--- src/rtl/uart_periph.sv ---
// Memory-mapped 8N1 UART: TX FIFO + serialiser, synchronised mid-bit RX deserialiser.
// Define UART_RX_FIFO_EN for an RX_DEPTH receive FIFO; otherwise a single holding register.
module uart_periph #(
    parameter int CLK_HZ   = 25000000,
    parameter int BAUD     = 115200,
    parameter int TX_DEPTH = 16,
    parameter int RX_DEPTH = 16
) (
    input  logic        clk,
    input  logic        rst_n,
    input  logic        cs,
    input  logic [3:0]  wstrb,
    input  logic [1:0]  addr,
    input  logic [31:0] wdata,
    output logic [31:0] rdata,
    output logic        ready,
    input  logic        rxd,
    output logic        txd
);

    localparam logic [15:0] DIV_RST = 16'(CLK_HZ / BAUD - 1);
    localparam int          TAW     = $clog2(TX_DEPTH);
    localparam logic [TAW:0] TX_CAP = (TAW + 1)'(TX_DEPTH);

    typedef enum logic [1:0] {
        ST_IDLE  = 2'd0,
        ST_START = 2'd1,
        ST_DATA  = 2'd2,
        ST_STOP  = 2'd3
    } uart_state_t;

    logic        ready_r;
    logic [31:0] rdata_r;
    logic [31:0] rdata_s;
    logic [15:0] div_r;
    logic        access_s;
    logic        rd_pop_s;
    logic        clr_ovr_s;
    logic        clr_fe_s;
    logic        overrun_r;
    logic        frame_err_r;
    logic        unused_s;

    logic [7:0]   tx_mem_r [TX_DEPTH];
    logic [TAW:0] tx_wr_ptr_r;
    logic [TAW:0] tx_rd_ptr_r;
    logic [TAW:0] tx_count_s;
    logic         tx_full_s;
    logic         tx_empty_s;
    logic         tx_push_s;
    logic         tx_pop_s;
    logic         tx_wr_s;
    logic         tx_rd_s;
    logic         tx_have_s;
    logic [7:0]   tx_next_s;
    logic         tx_busy_s;

    uart_state_t tx_state_r, tx_state_s;
    logic [15:0] tx_cnt_r, tx_cnt_s;
    logic [2:0]  tx_bit_r, tx_bit_s;
    logic [7:0]  tx_shift_r, tx_shift_s;
    logic        txd_r, txd_s;

    logic        rx_meta_r;
    logic        rx_sync_r;
    logic        rx_prev_r;
    uart_state_t rx_state_r, rx_state_s;
    logic [15:0] rx_cnt_r, rx_cnt_s;
    logic [2:0]  rx_bit_r, rx_bit_s;
    logic [7:0]  rx_shift_r, rx_shift_s;
    logic        rx_deliver_s;
    logic        rx_ferr_s;
    logic        rx_avail_s;
    logic [7:0]  rx_head_s;
    logic        rx_ovr_set_s;

    assign access_s  = ready_r && cs;
    assign tx_push_s = access_s && (addr == 2'd0) && wstrb[0] && !tx_full_s;
    // Only a DATA read that actually returned a byte (bit 31) may pop.
    assign rd_pop_s  = access_s && (addr == 2'd0) && (wstrb == 4'd0) && rdata_r[31];
    assign clr_ovr_s = access_s && (addr == 2'd1) && wstrb[0] && wdata[3];
    assign clr_fe_s  = access_s && (addr == 2'd1) && wstrb[0] && wdata[5];
    assign unused_s  = ^{wdata[31:16], 1'(RX_DEPTH)};

    assign tx_count_s = tx_wr_ptr_r - tx_rd_ptr_r;
    assign tx_full_s  = (tx_count_s == TX_CAP);
    assign tx_empty_s = (tx_count_s == '0);
    // An idle serialiser takes a byte straight off the bus, so the FIFO is bypassed.
    assign tx_have_s  = !tx_empty_s || tx_push_s;
    assign tx_next_s  = tx_empty_s ? wdata[7:0] : tx_mem_r[tx_rd_ptr_r[TAW-1:0]];
    assign tx_wr_s    = tx_push_s && !(tx_pop_s && tx_empty_s);
    assign tx_rd_s    = tx_pop_s && !tx_empty_s;
    assign tx_busy_s  = (tx_state_r != ST_IDLE);

    // Bus read mux.
    always_comb begin
        rdata_s = 32'd0;
        case (addr)
            2'd0: begin
                if (rx_avail_s) rdata_s = {1'b1, 23'd0, rx_head_s};
                else            rdata_s = 32'd0;
            end
            2'd1: rdata_s = {26'd0, frame_err_r, tx_busy_s, overrun_r, rx_avail_s, tx_empty_s, tx_full_s};
            2'd2: rdata_s = {16'd0, div_r};
            default: rdata_s = 32'd0;
        endcase
    end

    // Handshake, read data, divisor and sticky status.
    always_ff @(posedge clk or negedge rst_n) begin
        if (!rst_n) begin
            ready_r     <= 1'b0;
            rdata_r     <= 32'd0;
            div_r       <= DIV_RST;
            overrun_r   <= 1'b0;
            frame_err_r <= 1'b0;
        end else begin
            ready_r <= !ready_r && cs;
            rdata_r <= (!ready_r && cs) ? rdata_s : 32'd0;
            if (access_s && (addr == 2'd2) && wstrb[0]) div_r[7:0]  <= wdata[7:0];
            if (access_s && (addr == 2'd2) && wstrb[1]) div_r[15:8] <= wdata[15:8];
            if (rx_ovr_set_s)   overrun_r <= 1'b1;
            else if (clr_ovr_s) overrun_r <= 1'b0;
            if (rx_ferr_s)      frame_err_r <= 1'b1;
            else if (clr_fe_s)  frame_err_r <= 1'b0;
        end
    end

    always_ff @(posedge clk or negedge rst_n) begin
        if (!rst_n) begin
            tx_wr_ptr_r <= '0;
            tx_rd_ptr_r <= '0;
        end else begin
            if (tx_wr_s) tx_wr_ptr_r <= tx_wr_ptr_r + 1'b1;
            if (tx_rd_s) tx_rd_ptr_r <= tx_rd_ptr_r + 1'b1;
        end
    end

    always_ff @(posedge clk) begin
        if (tx_wr_s) tx_mem_r[tx_wr_ptr_r[TAW-1:0]] <= wdata[7:0];
    end

    // TX serialiser next state; txd is registered alongside the state.
    always_comb begin
        tx_state_s = tx_state_r;
        tx_cnt_s   = tx_cnt_r;
        tx_bit_s   = tx_bit_r;
        tx_shift_s = tx_shift_r;
        txd_s      = txd_r;
        tx_pop_s   = 1'b0;
        case (tx_state_r)
            ST_IDLE: begin
                if (tx_have_s) begin
                    tx_pop_s   = 1'b1;
                    tx_shift_s = tx_next_s;
                    tx_cnt_s   = div_r;
                    tx_state_s = ST_START;
                    txd_s      = 1'b0;
                end else begin
                    txd_s = 1'b1;
                end
            end
            ST_START: begin
                if (tx_cnt_r == 16'd0) begin
                    tx_cnt_s   = div_r;
                    tx_bit_s   = 3'd0;
                    tx_state_s = ST_DATA;
                    txd_s      = tx_shift_r[0];
                end else begin
                    tx_cnt_s = tx_cnt_r - 16'd1;
                end
            end
            ST_DATA: begin
                if (tx_cnt_r == 16'd0) begin
                    tx_cnt_s = div_r;
                    if (tx_bit_r == 3'd7) begin
                        tx_state_s = ST_STOP;
                        txd_s      = 1'b1;
                    end else begin
                        tx_bit_s   = tx_bit_r + 3'd1;
                        tx_shift_s = {1'b0, tx_shift_r[7:1]};
                        txd_s      = tx_shift_r[1];
                    end
                end else begin
                    tx_cnt_s = tx_cnt_r - 16'd1;
                end
            end
            ST_STOP: begin
                if (tx_cnt_r == 16'd0) begin
                    if (tx_have_s) begin
                        tx_pop_s   = 1'b1;
                        tx_shift_s = tx_next_s;
                        tx_cnt_s   = div_r;
                        tx_state_s = ST_START;
                        txd_s      = 1'b0;
                    end else begin
                        tx_state_s = ST_IDLE;
                        txd_s      = 1'b1;
                    end
                end else begin
                    tx_cnt_s = tx_cnt_r - 16'd1;
                end
            end
            default: begin
                tx_state_s = ST_IDLE;
                txd_s      = 1'b1;
            end
        endcase
    end

    always_ff @(posedge clk or negedge rst_n) begin
        if (!rst_n) begin
            tx_state_r <= ST_IDLE;
            tx_cnt_r   <= 16'd0;
            tx_bit_r   <= 3'd0;
            tx_shift_r <= 8'd0;
            txd_r      <= 1'b1;
        end else begin
            tx_state_r <= tx_state_s;
            tx_cnt_r   <= tx_cnt_s;
            tx_bit_r   <= tx_bit_s;
            tx_shift_r <= tx_shift_s;
            txd_r      <= txd_s;
        end
    end

    // RX synchroniser plus previous-sample for start-edge detection.
    always_ff @(posedge clk or negedge rst_n) begin
        if (!rst_n) begin
            rx_meta_r <= 1'b1;
            rx_sync_r <= 1'b1;
            rx_prev_r <= 1'b1;
        end else begin
            rx_meta_r <= rxd;
            rx_sync_r <= rx_meta_r;
            rx_prev_r <= rx_sync_r;
        end
    end

    // RX deserialiser: half-bit wait to the start-bit centre, then whole bits.
    always_comb begin
        rx_state_s   = rx_state_r;
        rx_cnt_s     = rx_cnt_r;
        rx_bit_s     = rx_bit_r;
        rx_shift_s   = rx_shift_r;
        rx_deliver_s = 1'b0;
        rx_ferr_s    = 1'b0;
        case (rx_state_r)
            ST_IDLE: begin
                if (rx_prev_r && !rx_sync_r) begin
                    rx_cnt_s   = div_r >> 1;
                    rx_state_s = ST_START;
                end else begin
                    rx_state_s = ST_IDLE;
                end
            end
            ST_START: begin
                if (rx_cnt_r == 16'd0) begin
                    if (!rx_sync_r) begin
                        rx_cnt_s   = div_r;
                        rx_bit_s   = 3'd0;
                        rx_state_s = ST_DATA;
                    end else begin
                        rx_state_s = ST_IDLE;
                    end
                end else begin
                    rx_cnt_s = rx_cnt_r - 16'd1;
                end
            end
            ST_DATA: begin
                if (rx_cnt_r == 16'd0) begin
                    rx_shift_s = {rx_sync_r, rx_shift_r[7:1]};
                    rx_cnt_s   = div_r;
                    if (rx_bit_r == 3'd7) rx_state_s = ST_STOP;
                    else                  rx_bit_s   = rx_bit_r + 3'd1;
                end else begin
                    rx_cnt_s = rx_cnt_r - 16'd1;
                end
            end
            ST_STOP: begin
                if (rx_cnt_r == 16'd0) begin
                    rx_state_s = ST_IDLE;
                    if (rx_sync_r) rx_deliver_s = 1'b1;
                    else           rx_ferr_s    = 1'b1;
                end else begin
                    rx_cnt_s = rx_cnt_r - 16'd1;
                end
            end
            default: rx_state_s = ST_IDLE;
        endcase
    end

    always_ff @(posedge clk or negedge rst_n) begin
        if (!rst_n) begin
            rx_state_r <= ST_IDLE;
            rx_cnt_r   <= 16'd0;
            rx_bit_r   <= 3'd0;
            rx_shift_r <= 8'd0;
        end else begin
            rx_state_r <= rx_state_s;
            rx_cnt_r   <= rx_cnt_s;
            rx_bit_r   <= rx_bit_s;
            rx_shift_r <= rx_shift_s;
        end
    end

`ifdef UART_RX_FIFO_EN
    localparam int           RAW    = $clog2(RX_DEPTH);
    localparam logic [RAW:0] RX_CAP = (RAW + 1)'(RX_DEPTH);

    logic [7:0]   rx_mem_r [RX_DEPTH];
    logic [RAW:0] rx_wr_ptr_r;
    logic [RAW:0] rx_rd_ptr_r;
    logic [RAW:0] rx_count_s;
    logic         rx_full_s;
    logic         rx_wr_s;

    assign rx_count_s   = rx_wr_ptr_r - rx_rd_ptr_r;
    assign rx_full_s    = (rx_count_s == RX_CAP);
    assign rx_avail_s   = (rx_count_s != '0);
    assign rx_head_s    = rx_mem_r[rx_rd_ptr_r[RAW-1:0]];
    assign rx_wr_s      = rx_deliver_s && (!rx_full_s || rd_pop_s);
    assign rx_ovr_set_s = rx_deliver_s && rx_full_s && !rd_pop_s;

    always_ff @(posedge clk or negedge rst_n) begin
        if (!rst_n) begin
            rx_wr_ptr_r <= '0;
            rx_rd_ptr_r <= '0;
        end else begin
            if (rx_wr_s)  rx_wr_ptr_r <= rx_wr_ptr_r + 1'b1;
            if (rd_pop_s) rx_rd_ptr_r <= rx_rd_ptr_r + 1'b1;
        end
    end

    always_ff @(posedge clk) begin
        if (rx_wr_s) rx_mem_r[rx_wr_ptr_r[RAW-1:0]] <= rx_shift_r;
    end
`else
    logic [7:0] rx_hold_r;
    logic       rx_valid_r;

    assign rx_avail_s   = rx_valid_r;
    assign rx_head_s    = rx_hold_r;
    assign rx_ovr_set_s = rx_deliver_s && rx_valid_r && !rd_pop_s;

    // Single holding register: a byte arriving while full is dropped.
    always_ff @(posedge clk or negedge rst_n) begin
        if (!rst_n) begin
            rx_hold_r  <= 8'd0;
            rx_valid_r <= 1'b0;
        end else if (rx_deliver_s && (!rx_valid_r || rd_pop_s)) begin
            rx_hold_r  <= rx_shift_r;
            rx_valid_r <= 1'b1;
        end else if (rd_pop_s) begin
            rx_valid_r <= 1'b0;
        end
    end
`endif

    assign ready = ready_r;
    assign rdata = rdata_r;
    assign txd   = txd_r;

endmodule

--- config.mk ---
export PLATFORM = sky130hd
export DESIGN_NAME = uart_periph
export DESIGN_NICKNAME = d
export VERILOG_FILES = /design/src/rtl/uart_periph.sv
export SDC_FILE = /design/constraint.sdc
export NUM_CORES = 1
export LEC_CHECK = 0
export BUFFER_PORTS_ARGS = -buffer_cell sky130_fd_sc_hd__buf_4
export CORE_MARGIN = 5
export CORE_UTILIZATION = 35
export CTS_BUF_LIST = sky130_fd_sc_hd__clkbuf_16
export DETAILED_ROUTE_END_ITERATION = 12
export HOLD_SLACK_MARGIN = 0.15
export PLACE_DENSITY = 0.59
export RECOVER_POWER = 100
export SYNTH_ARGS = -nofsm -noshare
export SYNTH_HDL_FRONTEND = slang
export SYNTH_SLANG_ARGS = --single-unit
--- constraint.sdc ---
create_clock -name clk -period 10.8 [get_ports clk]
set_clock_uncertainty 0.1 [all_clocks]
set_input_delay 1.08 -clock clk [delete_from_list [all_inputs] [get_ports clk]]
set_output_delay 1.08 -clock clk [all_outputs]
set_load 0.02 [all_outputs]
==> flow_summary.toml, run 1 <==
[die]
die_h_um = 193
pin_count = 76
num_rows = 67
coreArea_um2 = 33300
die_w_um = 193
die_area_um2 = 37300
initial_core_util_pct = 35.2

[placement]
dpl_cell_area_um2 = 12400
gp_congestion = 0.835
io_buffer_count = 44
place_hpwl_um = 17100

[clock_tree]
cts_max_path_buffers = 3
postCtsHoldBufs = 0
cts_tree = "built"
path_clk_slew_ns = 0.06
cts_resized = 0
htree_levels = 1
post_cts_buffers = 0
clock-sinks = 245
cts_buffers = 27
clk_latency_ns = 0.55
cts_root_buffer = "clkbuf_16"

[worst_setup_path]
critPathMaxStageDelay_ns = 1.58
cpMostUsedCell = "clkbuf_1"
worstPathMaxFanout = 34
cp_cell_sequence = "clkbuf_1, inv_1, ha_1, and3b_1, o211ai_1, a211oi_1, clkbuf_1, a311oi_1, nand2_1, nor3_1"
crit_family = "buffers and inverters"
cp.arrival_ns = 6.69
required_ns = 10.87
worst_setup_path_end_kind = "flip-flop"
crit_buf_inv = 3
cpMaxStageDelayCell = "clkbuf_1"
critPathKind = "flip-flop to flip-flop"
start_kind = "flip-flop"

[synth]
synth_seq_cells = 245
synth-edff-count = 128
ys_warn_count = 0
synth-async-reset-ratio_pct = 47.8
synth_area_um2 = 11700
synth_flop_cell = "edfxtp_1"
synth_cells = 917
avgSynthCellArea_um2 = 12.8
yosysUniqueCellTypes = 75
yosysSeqAreaShare_pct = 57.8

[routing]
drt-wirelength-per-cell_um = 19.1
dr.pass1.iters = 5
first_iter_violations = 579
vias_per_cell = 5.28
ant_nets = 0
vias = 7487
drcViolationCount = 0
wl_um = 27100

[global_route]
grt.total_usage_pct = 14.5
grt_pass1_vias = 7549
grtUsageMet2_pct = 23.3
gr-usage-met3_pct = 1.96
grt_pass1_wl_um = 42800
grt_overflow = 0
busiest_layer = "met2"
use_met1_pct = 20.5
grt_max_degree = 69
antenna_found_initial = 0

[layout]
final_util_pct = 39.4
fillers = 3230
diodes = 0
multi_input_area_um2 = 4470
area_delta_synth_final_pct = 11.8
final_layout_size_suffix_gt1_share_pct = 14.5
post-route-cell-area_um2 = 13100
seq_area_um2 = 6780
final_nets = 1016

[pwr]
finalPower_mw = 2.57
p_per_area_nw_per_um2 = 196
ir_drop_mv = 0.139
total_leakage_power_nw = 4.95

[sta]
hold_viol = 0
max_freq_mhz = 151
final.setup.tns_ns = 0
layout_min_cycle_time_ns = 6.61
max_slew_margin_pct = -137
rsz0062_at_grt = "false"
worst_pin_slew_ns = 3.56
period_share_pct = 61.2
setup_viol = 0
drv_slew = 171

[run]
maxCapViolCount = 4

[status]
outcome = "finished with violations"
violations = "capacitance limit, slew limit"

[min_path]
min_path_type = "flip-flop to flip-flop"
==> registers in the layout, indices dropped and copies added, names as in the netlist, 2 cells and up, named ones only <==
signal       flops
tx_wr_ptr_r      5
rx_head_s        8
tx_mem_r       128
div_r           16
rx_bit_r         3
tx_cnt_r        16
tx_state_r       2
tx_bit_r         3
rdata           17
tx_shift_r       8
rx_cnt_r        16
tx_rd_ptr_r      5
rx_shift_r       8
==> per-layer routing <==
layer,vias to the layer above,share of wire [%]
li1,3518,-
met1,3753,46
met2,175,47
met3,41,4.3
met4,0,2.4
met5,-,0
==> cell usage in the layout, fill, tap and decap left out, types with 6 or more instances in the layout <==
cell type    n
o22a_1       6
a221oi_1     7
o211ai_1     6
nor2b_1     10
buf_4       16
mux2_2      37
clkbuf_16   27
nor2_1      60
nand2b_1     9
o31ai_1      7
a22oi_1     24
o22ai_1     18
a21o_1      10
xnor2_1     15
xor2_1      12
nand2_1     55
and3_1       9
mux2i_1     22
nand4_1      9
clkbuf_1    36
mux4_2      32
dfstp_2      7
a21oi_1     38
dfrtp_1    108
edfxtp_1   128
ha_1        24
clkinv_1     8
a211oi_1     8
inv_1       37
conb_1      15
nor3_1      18
o21ai_0     50
nand3_1     12
==> final timing paths <==
check / start / end / slack (ns) / cells after the start
setup / recovery: tx_rd_ptr_r[2] / tx_mem_r[2][1] / 4.19 / 10
hold / removal: rx_meta_r / rx_sync_r / 0.26 / 0
setup reg to reg: tx_rd_ptr_r[2] / tx_mem_r[2][1] / 4.19 / 10
hold reg to reg: rx_meta_r / rx_sync_r / 0.26 / 0
max in group asynchronous: rst_n / tx_rd_ptr_r[0] / 4.58 / 2
min in group asynchronous: rst_n / rx_bit_r[1] / 1.31 / 1
==> Yosys cell counts, types with 18 or more instances <==
master	number	area share, %
a21oi_1	38	1.6
clkbuf_1	33	1.1
mux2i_1	22	1.9
edfxtp_1	128	33
mux2_2	37	3.6
nor2_1	60	1.9
o22ai_1	18	0.96
nand2_1	54	1.7
o21ai_0	49	2.1
nor3_1	18	0.77
mux4_2	32	6.1
a22oi_1	24	1.5
inv_1	32	1.0
ha_1	24	2.6
dfrtp_1	109	23
==> stage by stage <==
stage	setup WS, ns	std cells	hold WS, ns
2_1_floorplan	7.41	931	0.245
3_3_place_gp	6.34	1369	0.246
3_5_place_dp	6.30	1369	0.247
4_1_cts	6.31	1419	0.256
5_1_grt	3.12	1419	0.263
6_report	4.19	1419	0.261
==> area by class of cell <==
| type | count | share of cell area (%) |
|---|---|---|
| repair buffers | 53 | 2.00 |
| well taps | 448 | 4.28 |
| flip-flops and latches | 245 | 51.8 |
| multi-input cells | 588 | 34.1 |
| clock inverters | 23 | 1.72 |
| clock buffers | 27 | 5.16 |
| inverters | 35 | 1.00 |
==> kinds of logic after synthesis <==
group / Yosys count / synth area share (%)
other: 1 / 0.0320
xor gates and xnor gates: 28 / 2.21
AOI/OAI and AO/OA: 219 / 12.8
and+or+nand+nor: 210 / 8.85
DFF: 245 / 57.8
muxes: 92 / 11.7
adders and majority gates: 24 / 2.56
buffers and inverters: 98 / 3.97
==> power breakdown <==
group | total (mW) | leakage (nW) | switching [mW] | internal (mW)
clock | 0.934 | 0.454 | 0.382 | 0.552
sequential | 1.14 | 2.65 | 0.0932 | 1.05
combinational | 0.495 | 1.84 | 0.303 | 0.192
total | 2.57 | 4.95 | 0.778 | 1.79
==> worst reg2reg max path, stage by stage (launching register included) <==
cell and delay [ns]:
dfrtp_1 0.31, clkbuf_1 1.58, inv_1 0.34, ha_1 0.48
and3b_1 0.21, o211ai_1 0.18, a211oi_1 0.09, clkbuf_1 0.48
a311oi_1 1.24, nand2_1 0.28, nor3_1 0.93
Power figures use the tool's default switching activity.
==> inputs of run 2 (changes only) <==
- PLACE_DENSITY: 0.59 -> 0.61
- clock period: 10.8 -> 6 ns (I/O delays scaled with it)
==> run 2 against run 1 <==
Net effect:
- the flow still finishes with violations (capacitance limit, slew limit)
- combinational power up 80%
- power up 74%
- setup slack worse by 3.0 ns
- worst hold slack worse by 0.059 ns
- critical path depth unchanged
- utilization down 0.12 points
- cell count up 0.14%
- global-route usage down 0.28 points
- routed wire length down 1.5%
- sequential power up 80%
==> flow_summary.toml, run 2 (synthesis gave the netlist of run 1 again) <==
[clock_tree]
post_cts_buffers = 0
clock-sinks = 245
clk_latency_ns = 0.55
htree_levels = 1
cts_buffers = 26
path_clk_slew_ns = 0.06
cts_root_buffer = "clkbuf_16"
cts_max_path_buffers = 3
cts_tree = "built"

[sta]
max_slew_margin_pct = -80.5
period_share_pct = 80.4
hold_viol = 0
rsz0062_at_grt = "false"
layout_min_cycle_time_ns = 4.82
setup_viol = 0
worst_pin_slew_ns = 2.71
final.setup.tns_ns = 0
whs_ns = 0.202
drv_slew = 66
max_freq_mhz = 207

[worst_setup_path]
critPathLaunch = "tx_rd_ptr_r[2]"
critPathKind = "flip-flop to flip-flop"
required_ns = 6.28
worstReg2RegStart = "tx_rd_ptr_r[2]"
critPathMaxStageDelay_ns = 0.90
cp_cell_sequence = "buf_4, inv_1, ha_1, and3b_1, or4_1, a211oi_1, clkbuf_1, nand2_1, a2111oi_0, a311oi_1"
worst_setup_path_end_kind = "flip-flop"
start_kind = "flip-flop"
worstPathMaxFanout = 34
cp.arrival_ns = 5.11
cpMaxStageDelayCell = "clkbuf_1"

[routing]
wl_um = 26700
ant_nets = 0
first_iter_violations = 572
drt-wirelength-per-cell_um = 18.8
vias = 7543
drcViolationCount = 0
vias_per_cell = 5.31
dr.pass1.iters = 5

[global_route]
grt_max_degree = 70
grt_pass1_wl_um = 42000
grt.total_usage_pct = 14.2
grt_pass1_vias = 7385
grt_overflow = 0
antenna_found_initial = 0

[status]
outcome = "finished with violations"
violations = "capacitance limit, slew limit"

[layout]
final_cell_mix = "edfxtp_1 (128), dfrtp_1 (108), nor2_1 (60), nand2_1 (55), o21ai_0 (50)"
largest_register_ffs = 128
final_common_cell = "edfxtp_1"
seq_area_um2 = 6780
final_util_pct = 39.3
final_cells = 1421
area_delta_synth_final_pct = 11.4
fillers = 3203
final_layout_size_suffix_gt1_share_pct = 13.9
diodes = 0
multi_input_area_um2 = 4470
final_nets = 1019

[placement]
place_hpwl_um = 17100
gp_congestion = 0.825
place_inst = 1371
io_buffer_count = 44

[die]
die_h_um = 193
coreArea_um2 = 33300
die_w_um = 193
die_area_um2 = 37300
initial_core_util_pct = 35.2
num_rows = 67
pin_count = 76

[run]
maxCapViolCount = 2

[min_path]
hp-start = "wdata[12]"
min_path_type = "input pin to flip-flop"

[pwr]
p_per_area_nw_per_um2 = 342
total_leakage_power_nw = 4.93
ir_drop_mv = 0.265
finalPower_mw = 4.47
-- run 2: cell count changes in the layout (fill, tap and decap cells not counted), moves of 2 or more --
cell,before,now
mux2_1,0,2
inv_1,37,39
bufinv_16,4,2
buf_4,16,19
dlygate4sd3_1,0,2
clkinv_1,8,11
clkinv_2,5,2
-- run 2: routing by layer --
layer | GRT usage [%] | vias up | part of all wire, %
li1 | - | 3526 | -
met2 | 22.6 | 159 | 47
met1 | 20.4 | 3805 | 47
met3 | 2.02 | 53 | 3.9
met4 | 3.95 | 0 | 2.8
met5 | 0 | - | 0
-- run 2: what timing repair did --
action                                 CTS  global route
resized for setup                        0             0
endpoints found under the hold margin   48             0
hold buffers                             2             0
-- run 2: worst paths after layout --
check / depth (start not counted) / endpoint / slack (ns)
setup / recovery: 10 / tx_state_r[0] / 1.18
hold / removal: 2 / div_r[12] / 0.20
setup reg to reg: 10 / tx_state_r[0] / 1.18
hold reg to reg: 0 / rx_sync_r / 0.26
max in group asynchronous: 3 / tx_rd_ptr_r[0] / 2.40
min in group asynchronous: 2 / rx_bit_r[1] / 1.36
-- run 2: final cells by class --
| cell class | count | area share (%) |
|---|---|---|
| flip-flops and latches | 245 | 51.9 |
| inverters | 35 | 1.01 |
| clock inverters | 22 | 1.31 |
| well taps | 448 | 4.29 |
| repair buffers | 57 | 2.31 |
| multi-input cells | 588 | 34.2 |
| clock buffers | 26 | 4.98 |
-- run 2: metrics by stage --
stage	setup slack, ns	instance area, um^2
CTS	1.72	13300
floorplan	2.64	11800
finish	1.18	13100
global route	0.895	13100
global placement	1.78	12400
detailed placement	1.76	12400
-- run 2: worst max-delay path, delay by kind of cell (launching register included) --
kind / cells / cell delay, ns
AO/OA/AOI/OAI: 3 / 0.91
adder cells (fa/ha/maj): 1 / 0.38
buffers and inverters: 3 / 1.49
flip-flops: 1 / 0.32
AND/OR/NAND/NOR: 3 / 1.45
-- run 2: power breakdown --
group | switching [mW] | internal [mW] | total, mW | leakage (nW)
sequential | 0.166 | 1.88 | 2.05 | 2.65
clock | 0.657 | 0.875 | 1.53 | 0.418
combinational | 0.542 | 0.347 | 0.889 | 1.86
==> inputs of run 3 (changes only) <==
- PLACE_DENSITY: 0.61 -> 0.59
- clock period: 6 -> 5 ns (I/O delays scaled with it)
==> run 3 against run 2 <==
Net effect:
- the run still ends with capacitance limit, slew limit left
- die area unchanged
- cell area increased by 2.3%
- clock-buffer cell count unchanged
- via count increased by 0.74%
- routed wire length increased by 1.3%
==> flow_summary.toml, run 3 (synthesis gave the netlist of run 1 again) <==
[clock_tree]
cts_tree = "built"
htree_levels = 1
post_cts_buffers = 0
path_clk_slew_ns = 0.06
cts_max_path_buffers = 3
cts_buffers = 26
clk_latency_ns = 0.55
cts_root_buffer = "clkbuf_16"
clock-sinks = 245

[layout]
diodes = 0
final_layout_size_suffix_gt1_share_pct = 15.3
final_nets = 1033
area_delta_synth_final_pct = 13.9
final_cell_mix = "edfxtp_1 (128), dfrtp_1 (108), nor2_1 (60), nand2_1 (54), o21ai_0 (49)"
final_cells = 1435
final_util_pct = 40.1
largest_register_ffs = 128
final_common_cell = "edfxtp_1"
fillers = 3148
multi_input_area_um2 = 4480
seq_area_um2 = 6780

[placement]
gp_congestion = 0.824
place_hpwl_um = 17500
place_inst = 1376
io_buffer_count = 44

[sta]
whs_ns = 0.211
final.setup.tns_ns = 0
setup_viol = 0
layout_min_cycle_time_ns = 4.03
max_freq_mhz = 248
period_share_pct = 80.7
worst_pin_slew_ns = 2.33
max_slew_margin_pct = -55.6
rsz0062_at_grt = "false"
drv_slew = 45
hold_viol = 0

[min_path]
hp-start = "addr[1]"
min_path_type = "input pin to flip-flop"

[die]
die_w_um = 193
pin_count = 76
coreArea_um2 = 33300
die_h_um = 193
die_area_um2 = 37300
num_rows = 67
initial_core_util_pct = 35.2

[global_route]
grt_overflow = 0
grt_pass1_vias = 7622
grt_max_degree = 45
grt.total_usage_pct = 14.4
antenna_found_initial = 0
grt_pass1_wl_um = 42600

[routing]
drt-wirelength-per-cell_um = 18.8
dr_wl_met2_um = 13000
dr.pass1.iters = 5
ant_nets = 0
vias = 7599
met1_length_um = 12300
drcViolationCount = 0
wl_um = 27000
wl_met3_um = 1110
vias_per_cell = 5.30
first_iter_violations = 554
top_layer_used = "met4"

[worst_setup_path]
start_kind = "flip-flop"
critPathKind = "flip-flop to flip-flop"
worst_setup_path_end_kind = "flip-flop"
required_ns = 5.24
reg2reg_slack_ns = 0.97
critPathLaunch = "tx_wr_ptr_r[2]"
worstPathMaxFanout = 24
cp.arrival_ns = 4.28
worstReg2RegStart = "tx_wr_ptr_r[2]"

[run]
maxCapViolCount = 1

[pwr]
finalPower_mw = 5.74
ir_drop_mv = 0.256
total_leakage_power_nw = 5.06
p_per_area_nw_per_um2 = 429

[status]
violations = "capacitance limit, slew limit"
outcome = "finished with violations"
[run 3: changes by cell type in the layout (fill, tap and decap cells not counted), moves of 2 or more]
cell / previous run / this run
dlygate4sd3_1: 2 / 11
bufinv_16: 2 / 8
inv_1: 39 / 34
clkinv_1: 11 / 8
buf_4: 19 / 21
clkbuf_1: 35 / 37
clkinv_2: 2 / 4
[run 3: path summary, 6_finish.rpt]
path                                 endpoint  cells after the start
worst max register to register  tx_state_r[0]                      8
min in group asynchronous         rx_bit_r[1]                      2
worst min register to register      rx_sync_r                      0
max in group asynchronous         tx_bit_r[0]                      3
worst max-delay path            tx_state_r[0]                      8
worst min-delay path                 rdata[1]                      2
[run 3: cell type report]
class                   instances  share of cell area, %
inverters                      35                  0.983
multi-input cells             588                   33.6
well taps                     448                   4.20
flip-flops and latches        245                   50.8
clock inverters                22                   2.49
repair buffers                 71                   3.14
clock buffers                  26                   4.87
[run 3: power breakdown]
| part | internal [mW] | switching [mW] |
|---|---|---|
| sequential | 2.26 | 0.201 |
| combinational | 0.426 | 0.658 |
| clock | 1.37 | 0.825 |
| total | 4.05 | 1.68 |
[run 3: stage by stage]
step | setup slack (ns) | cell area, um^2
3_5_place_dp | 1.33 | 12500
4_1_cts | 1.34 | 13600
5_1_grt | 0.578 | 13400
3_3_place_gp | 1.36 | 12500
2_1_floorplan | 1.64 | 11800
6_report | 0.966 | 13400
[run 3: per-layer routing]
layer | global-route usage, % | vias to the layer above
met5 | 0 | -
met4 | 3.98 | 0
met3 | 2.05 | 42
met2 | 24.0 | 187
met1 | 19.7 | 3813
li1 | - | 3557
[run 3: timing repair]
action | 4_1_cts | 5_1_grt
hold buffers | 11 | 0
hold endpoints to repair | 50 | 0
gates resized for setup | 0 | 0
[run 3: worst max-delay path, stage by stage, from the launching register on]
cell       delay, ns
dfrtp_1         0.50
ha_1            0.41
and3b_1         0.22
or4_4           0.50
a211oi_1        0.27
clkbuf_1        0.91
nand2_4         0.32
a2111oi_0       0.48
a311oi_1        0.11
